## config.mk

```make
export PLATFORM = sky130hd
export DESIGN_NAME = sync_fifo_wr_arbiter
export DESIGN_NICKNAME = d
export VERILOG_FILES = /design/src/rtl/sync_fifo_arb_pkg.sv /design/src/rtl/rr_priority_picker.sv /design/src/rtl/sync_fifo_wr_arbiter.sv
export SDC_FILE = /design/constraint.sdc
export NUM_CORES = 1
export LEC_CHECK = 0
export ABC_CLOCK_PERIOD_IN_PS = 3500
export CAP_MARGIN = 20
export CORE_AREA = 5 5 80 82
export CTS_CLUSTER_SIZE = 24
export DETAILED_ROUTE_END_ITERATION = 12
export DIE_AREA = 0 0 85 87
export PLACE_DENSITY = 0.95
export SLEW_MARGIN = 20
export SYNTH_ARGS = -nofsm -noshare
export SYNTH_HDL_FRONTEND = slang
export SYNTH_SLANG_ARGS = --single-unit
```

## constraint.sdc

```tcl
create_clock -name clk_i -period 3.5 [get_ports clk_i]
set_clock_uncertainty 0.15 [all_clocks]
set_input_delay 0.35 -clock clk_i [delete_from_list [all_inputs] [get_ports clk_i]]
set_output_delay 0.35 -clock clk_i [all_outputs]
set_load 0.01 [all_outputs]
```

## src/rtl/sync_fifo_arb_pkg.sv

```systemverilog
// rtl/sync_fifo_arb_pkg.sv - shared state type and round-robin search helper for the FIFO write arbiter
package sync_fifo_arb_pkg;

    typedef enum logic {
        IDLE  = 1'b0,
        BURST = 1'b1
    } arb_state_t;

    localparam int RR_MAX_N = 64;

    // First set index at or above ptr, wrapping at n; -1 when nothing is set.
    // Walks downward so the lowest offset from ptr is the last assignment.
    function automatic int rr_next_index(input logic [RR_MAX_N-1:0] valid,
                                         input int ptr,
                                         input int n);
        int idx;
        rr_next_index = -1;
        for (int i = n - 1; i >= 0; i--) begin
            idx = (ptr + i) % n;
            if (valid[idx[5:0]]) begin
                rr_next_index = idx;
            end
        end
    endfunction

endpackage

```

## src/rtl/rr_priority_picker.sv

```systemverilog
// rtl/rr_priority_picker.sv - combinational round-robin pick of the first valid index from a pointer
module rr_priority_picker
    import sync_fifo_arb_pkg::*;
#(
    parameter int N    = 4,
    parameter int ID_W = $clog2(N)
) (
    input  logic [N-1:0]    valid,
    input  logic [ID_W-1:0] ptr,
    output logic            found,
    output logic [N-1:0]    onehot,
    output logic [ID_W-1:0] index
);

    int sel;

    always_comb begin
        sel    = rr_next_index(RR_MAX_N'(valid), int'(ptr), N);
        found  = (sel >= 0);
        index  = '0;
        onehot = '0;
        if (found) begin
            index         = ID_W'(sel);
            onehot[index] = 1'b1;
        end
    end

endmodule

```

## src/rtl/sync_fifo_wr_arbiter.sv

```systemverilog
// rtl/sync_fifo_wr_arbiter.sv - round-robin burst arbiter sharing one FIFO write port among N_REQ producers
module sync_fifo_wr_arbiter
    import sync_fifo_arb_pkg::*;
#(
    parameter  int DATA_WIDTH = 32,
    parameter  int N_REQ      = 4,
    parameter  int MAX_BURST  = 4,
    localparam int ID_W       = $clog2(N_REQ),
    localparam int CNT_W      = $clog2(MAX_BURST + 1)
) (
    input  logic                        clk_i,
    input  logic                        rst_n_i,
    input  logic [N_REQ-1:0]            req_valid_i,
    input  logic [N_REQ*DATA_WIDTH-1:0] req_data_i,
    output logic [N_REQ-1:0]            req_ready_o,
    input  logic                        fifo_full_i,
    output logic                        fifo_write_o,
    output logic [DATA_WIDTH-1:0]       fifo_wr_data_o,
    output logic [N_REQ-1:0]            grant_o,
    output logic [ID_W-1:0]             grant_id_o,
    output logic [CNT_W-1:0]            burst_cnt_o
);

    arb_state_t       state;
    logic [ID_W-1:0]  rr_ptr;
    logic [N_REQ-1:0] grant;
    logic [ID_W-1:0]  grant_id;
    logic [CNT_W-1:0] burst_cnt;

    logic             pick_found;
    logic [N_REQ-1:0] pick_onehot;
    logic [ID_W-1:0]  pick_index;

    logic cur_valid;
    logic xfer;
    logic last_beat;

    rr_priority_picker #(
        .N    (N_REQ),
        .ID_W (ID_W)
    ) u_picker (
        .valid  (req_valid_i),
        .ptr    (rr_ptr),
        .found  (pick_found),
        .onehot (pick_onehot),
        .index  (pick_index)
    );

    assign cur_valid = (state == BURST) && req_valid_i[grant_id];
    assign xfer      = cur_valid && !fifo_full_i;
    assign last_beat = (burst_cnt == CNT_W'(MAX_BURST - 1));

    always_ff @(posedge clk_i or negedge rst_n_i) begin
        if (!rst_n_i) begin
            state     <= IDLE;
            rr_ptr    <= '0;
            grant     <= '0;
            grant_id  <= '0;
            burst_cnt <= '0;
        end else begin
            case (state)
                IDLE: begin
                    if (pick_found) begin
                        state     <= BURST;
                        grant     <= pick_onehot;
                        grant_id  <= pick_index;
                        burst_cnt <= '0;
                    end
                end
                BURST: begin
                    // A full FIFO only stalls; the grant ends on a dropped valid or the final beat.
                    if (!cur_valid || (xfer && last_beat)) begin
                        state     <= IDLE;
                        grant     <= '0;
                        grant_id  <= '0;
                        burst_cnt <= '0;
                        rr_ptr    <= (grant_id == ID_W'(N_REQ - 1)) ? '0 : grant_id + 1'b1;
                    end else if (xfer) begin
                        burst_cnt <= burst_cnt + 1'b1;
                    end
                end
            endcase
        end
    end

    assign req_ready_o  = (state == BURST && !fifo_full_i) ? grant : '0;
    assign fifo_write_o = xfer;
    assign grant_o      = grant;
    assign grant_id_o   = grant_id;
    assign burst_cnt_o  = burst_cnt;

    // One-hot grant select keeps the data bus at zero whenever nothing is granted.
    always_comb begin
        fifo_wr_data_o = '0;
        for (int k = 0; k < N_REQ; k++) begin
            if (grant[k]) begin
                fifo_wr_data_o = req_data_i[k*DATA_WIDTH +: DATA_WIDTH];
            end
        end
    end

endmodule

```

Yosys cells after proc, flatten, opt, wreduce, memory -nomap -nowiden
Index checks and enable logic that the tools add are counted.
Word-level totals
  bits in read-only memories: 0
  flip-flop bits (word level): 12
  input port bits: 135
  memory bits (writable): 0
  output and inout port bits: 46
  logic and storage cells: 76
  latch bits: 0
  memories kept: 0
Operators by class
  div/mod/pow operators: 0
  equality and inequality tests: 5
  $add $sub $neg: 5
  bitwise gates (word level): 4
  $lt $le $gt $ge: 8
  $mul: 0
  shift-type cells: 0
  reductions and logical operators: 14
  mux-type cells: 35
Operators with widths (count)
  two-way mux 32 bit: 8
  greater-or-equal comparator 32 x 1 -> 1 bit (second input constant): 1
  < comparator 6 x 7 -> 1 bit (second input constant): 3
  two-way mux 4 bit: 3
  binary-select mux 1 bit (select 3 bit): 3
  two-way mux 3 bit: 3
  two-way mux 1 bit: 8
  one-hot mux 4 bit (2 select lines): 1
  < comparator 2 x 7 -> 1 bit (second input constant): 1
  < comparator 2 x 3 -> 1 bit (second input constant): 2
  two-way mux 2 bit: 3
  one-hot mux 3 bit (2 select lines): 1
  AND reduction 2 bit: 3
  OR reduction 2 bit: 3
  logical AND 1 bit: 5
  adder 2 x 1 -> 2 bit (second input constant): 2
  adder 2 bit (second input constant): 2
  binary-select mux 1 bit (select 2 bit): 2
  one-hot mux 2 bit (2 select lines): 1
  adder 3 x 1 -> 3 bit (second input constant): 1
  bitwise AND 1 bit (first input constant): 3
  == test 3 x 2 -> 1 bit (second input constant): 1
  != test 3 x 1 -> 1 bit (second input constant): 1
  demux 1 bit (select 2 bit): 1
  other kinds (8): 9

Logic depth before layout (Yosys ltp)
  depth in word-level cells: 15
  mapped depth: 6
  mapped depth without buffers: 6

By module
Synthesis repeated with hierarchy kept, for this count alone.
Second synthesis, totals
  cell total of the unflattened synthesis: 243
  area total of the unflattened synthesis: 1764.2 um^2
By module, submodules not included
  sync_fifo_wr_arbiter: seq. area each 300.3 um^2, area an instance 1587.8 um^2, cells each 214, times used 1
  rr_priority_picker: seq. area each 0.0 um^2, area an instance 176.4 um^2, cells each 29, times used 1

Worst setup path before layout
No wires, ideal clock.
  path kind: reg-to-output
  start: reg grant[1] (netlist: grant_o[1])
  end: out fifo_wr_data_o[10]
  stages on the path, launching flop included: 6
  arrival: 1.406 ns
  path slack: 1.594 ns
  data required time: 3.000 ns
  cells stage by stage: dfrtp_1 > clkbuf_1 > nor2b_1 > buf_2 > a221oi_1 > o31ai_1
On the way
  cells in the longest elaborated chain, start to end: 3
Ends and longest elaborated chain
  start, declared: RTL line sync_fifo_wr_arbiter.sv:26  | logic [N_REQ-1:0] grant;
  start signal, assigned: RTL line sync_fifo_wr_arbiter.sv:65  | grant <= pick_onehot;
  two-way mux 32 bit (3 in a row): RTL line sync_fifo_wr_arbiter.sv:96  | if (grant[k]) begin
  end, declared: RTL line sync_fifo_wr_arbiter.sv:18  | output logic [DATA_WIDTH-1:0] fifo_wr_data_o,
No other way between the ends.

Worst setup path in the final report
  start: reg grant[1] (netlist: grant_o[1])
  end: out fifo_wr_data_o[12]
The elaborated chain is that of the path after synthesis.

==> results.md <==
* CTS clk-pin slew, worst paths at 0.05 ns
* Finished Layout Cells at 461
* Setup TNS at 0 ns
* Avg Cell Area, Syn at 7.58 µm²
* Die width at 85 µm
* CTS sink count at 12
* Routed vias/inst at 5.26
* Antenna violations before repair at 0
* Type of the worst min-delay path: input port to async pin
* Global route overflow at 0
* RSZ-0062 raised after global routing: no
* Core Rows at 28
* Cells after Synth at 220
* Lkg Pwr at 1.28 nW
* CTS Buffer Depth at 2
* Register area share after synthesis at 0.180
* HPWL after detailed placement at 6.59 mm
* WP data arrival at 2.31 ns
* Worst Path Max Fanout at 28
* Routed length per instance at 17.4 µm
* H-tree depth at 1
* Max_cap viols at 0
* Mapped cell area at 0.00167 mm²
* Boundary pin count at 181
* Yosys top cell by area: dfrtp_1
* Largest net degree at the start of global routing at 68
* Max Freq at 356 MHz
* # port buffers at 180
* N_diodes at 0
* Synth top area share at 0.180
* Status: finished clean
* Clk Latency, worst-skew pair at 0.24 ns
* Slew margin rel. at 0.363
* Post-route DRC at 0
* Share of cells above drive strength 1 at 0.0544
* Root Driver: clkbuf_8
* GPL Wtd Cong at 0.949
* Routed Antenna Nets at 0
* Primary FF master, synth: dfrtp_1
* Synth unique cells at 32
* CP startpoint kind: flip-flop
* Tcrit/Tclk final at 0.802
* Synth-to-layout area growth at 113%
* Hold Buf Count CTS at 0
* Max Transition Viols Final at 0
* Critical path class: flip-flop to output port
* Final #Nets at 526
* Drt total wl at 8.04 mm
* Die Area at 0.00740 mm²
* First-pass GRT wire length at 11.9 mm
* Final setup viols at 0
* Routed vias at 2426
* Setup repair bufs after CTS at 0
* Seq cells post-synth at 12
* FFs w/ async S/R, synth at 1.00
* FF-to-FF path depth at 4
* Syn. warnings at 0
* Endpoint class of the critical path: output port
* Initial Util at 0.294
* Core area at 0.00568 mm²
* Total GRT Usage at 0.200
* Final Critical Period at 2.81 ns
* EDFF count, synth at 0
* Worst-margin pin slew at 0.956 ns
* Vias in the first global route at 2380
* Cts repair resizes at 0
* CTS buffer count at 3
* PwrDens at 741 mW/mm²
* Dpl cells at 458
* Maximum vdd drop at 0.365 mV
* Syn nets at 358
* Router iterations before antenna repair at 4
* Area contributors post-synth: dfrtp_1 (18%), a221oi_1 (16%), o31ai_1 (14%)
* TritonCTS clock tree: done
* Final hold violations at 0
* Die Y at 87 µm
* Worst Path Required at 3.00 ns
* First-iteration detailed-routing DRC count at 102
==> sequential cells by signal, indices dropped and copies added (netlist names) <==
register     flops
burst_cnt_o      3
grant_id_o       2
state            1
rr_ptr           2
grant_o          4
==> synthesized netlist by cell type, types with 2 or more instances <==
cell	count
a221oi_1	31
nand2b_1	2
and2_1	4
dfrtp_1	12
clkbuf_1	18
a32o_1	4
nor2b_1	37
o21ai_0	3
nand3_2	2
nor2_1	6
o31ai_1	32
a21oi_1	4
buf_2	3
inv_1	2
nand2_1	37
a22o_1	2
ha_1	3
mux2_4	4
==> cell families after synthesis <==
group	Yosys count	share of synthesized area
simple gates	96	0.305
compound gates	79	0.377
buf+inv	23	0.0540
flops	12	0.180
mux	7	0.0623
fa+ha+maj	3	0.0225
==> routing by layer <==
layer | routed length (µm) | GRT usage
met1 | 3150 | 0.234
met4 | 211 | 0.0619
met2 | 4090 | 0.362
met5 | 0 | 0
met3 | 582 | 0.0416
==> area by class of cell <==
| type | instances | area (µm²) |
|---|---|---|
| clock buffer | 3 | 41.3 |
| fill | 488 | 2120 |
| inverter | 2 | 7.51 |
| multi-input combinational | 185 | 1280 |
| sequential | 12 | 303 |
| tap | 75 | 93.8 |
| timing repair buffer | 184 | 1830 |
==> critical path, stage by stage (launching register included) <==
cell	delay (ns)
dfrtp_1	0.48
nor2b_2	0.22
buf_4	0.33
a221oi_1	0.14
o31ai_1	0.28
clkdlybuf4s50_1	0.61
==> layout by cell type (no fill, tap or decap), types with 3 or more instances in the layout <==
master             n
a221oi_1          31
buf_4              4
nor2b_1           36
a32o_1             4
o31ai_1           32
nor2_1             6
clkdlybuf4s50_1  180
nand2_1           37
and2_1             4
clkbuf_8           3
ha_1               3
a21oi_1            4
mux2_4             4
o21ai_0            3
dfrtp_1           10
==> final timing paths <==
path,from,to,slack [ns]
setup / recovery,grant_o[1],fifo_wr_data_o[12],0.69
hold / removal,rst_n_i,burst_cnt_o[1],0.32
setup reg to reg,grant_id_o[1],grant_id_o[0],1.71
hold reg to reg,rr_ptr[0],rr_ptr[0],0.38
max in group asynchronous,rst_n_i,grant_o[2],2.47
min in group clk_i,rr_ptr[0],rr_ptr[0],0.38
==> through the flow <==
step	setup slack, ns	cell area (µm²)	utilization	power, mW	hold WS, ns
final	0.692	3560	0.627	2.63	0.325
after global placement	0.915	3520	0.619	2.49	0.373
after CTS	0.675	3560	0.627	2.66	0.350
after global routing	0.559	3560	0.627	2.83	0.379
after detailed placement	0.888	3520	0.619	2.53	0.374
after floorplan	1.59	1670	-	1.42	-0.0956
==> power breakdown <==
| group | leakage [nW] | internal, mW | switching, mW | total (mW) |
|---|---|---|---|---|
| Clock | 0.0216 | 0.0756 | 0.0474 | 0.123 |
| Sequential | 0.152 | 0.197 | 0.189 | 0.385 |
| Combinational | 1.10 | 1.25 | 0.879 | 2.13 |
Power figures use the tool's default switching activity.
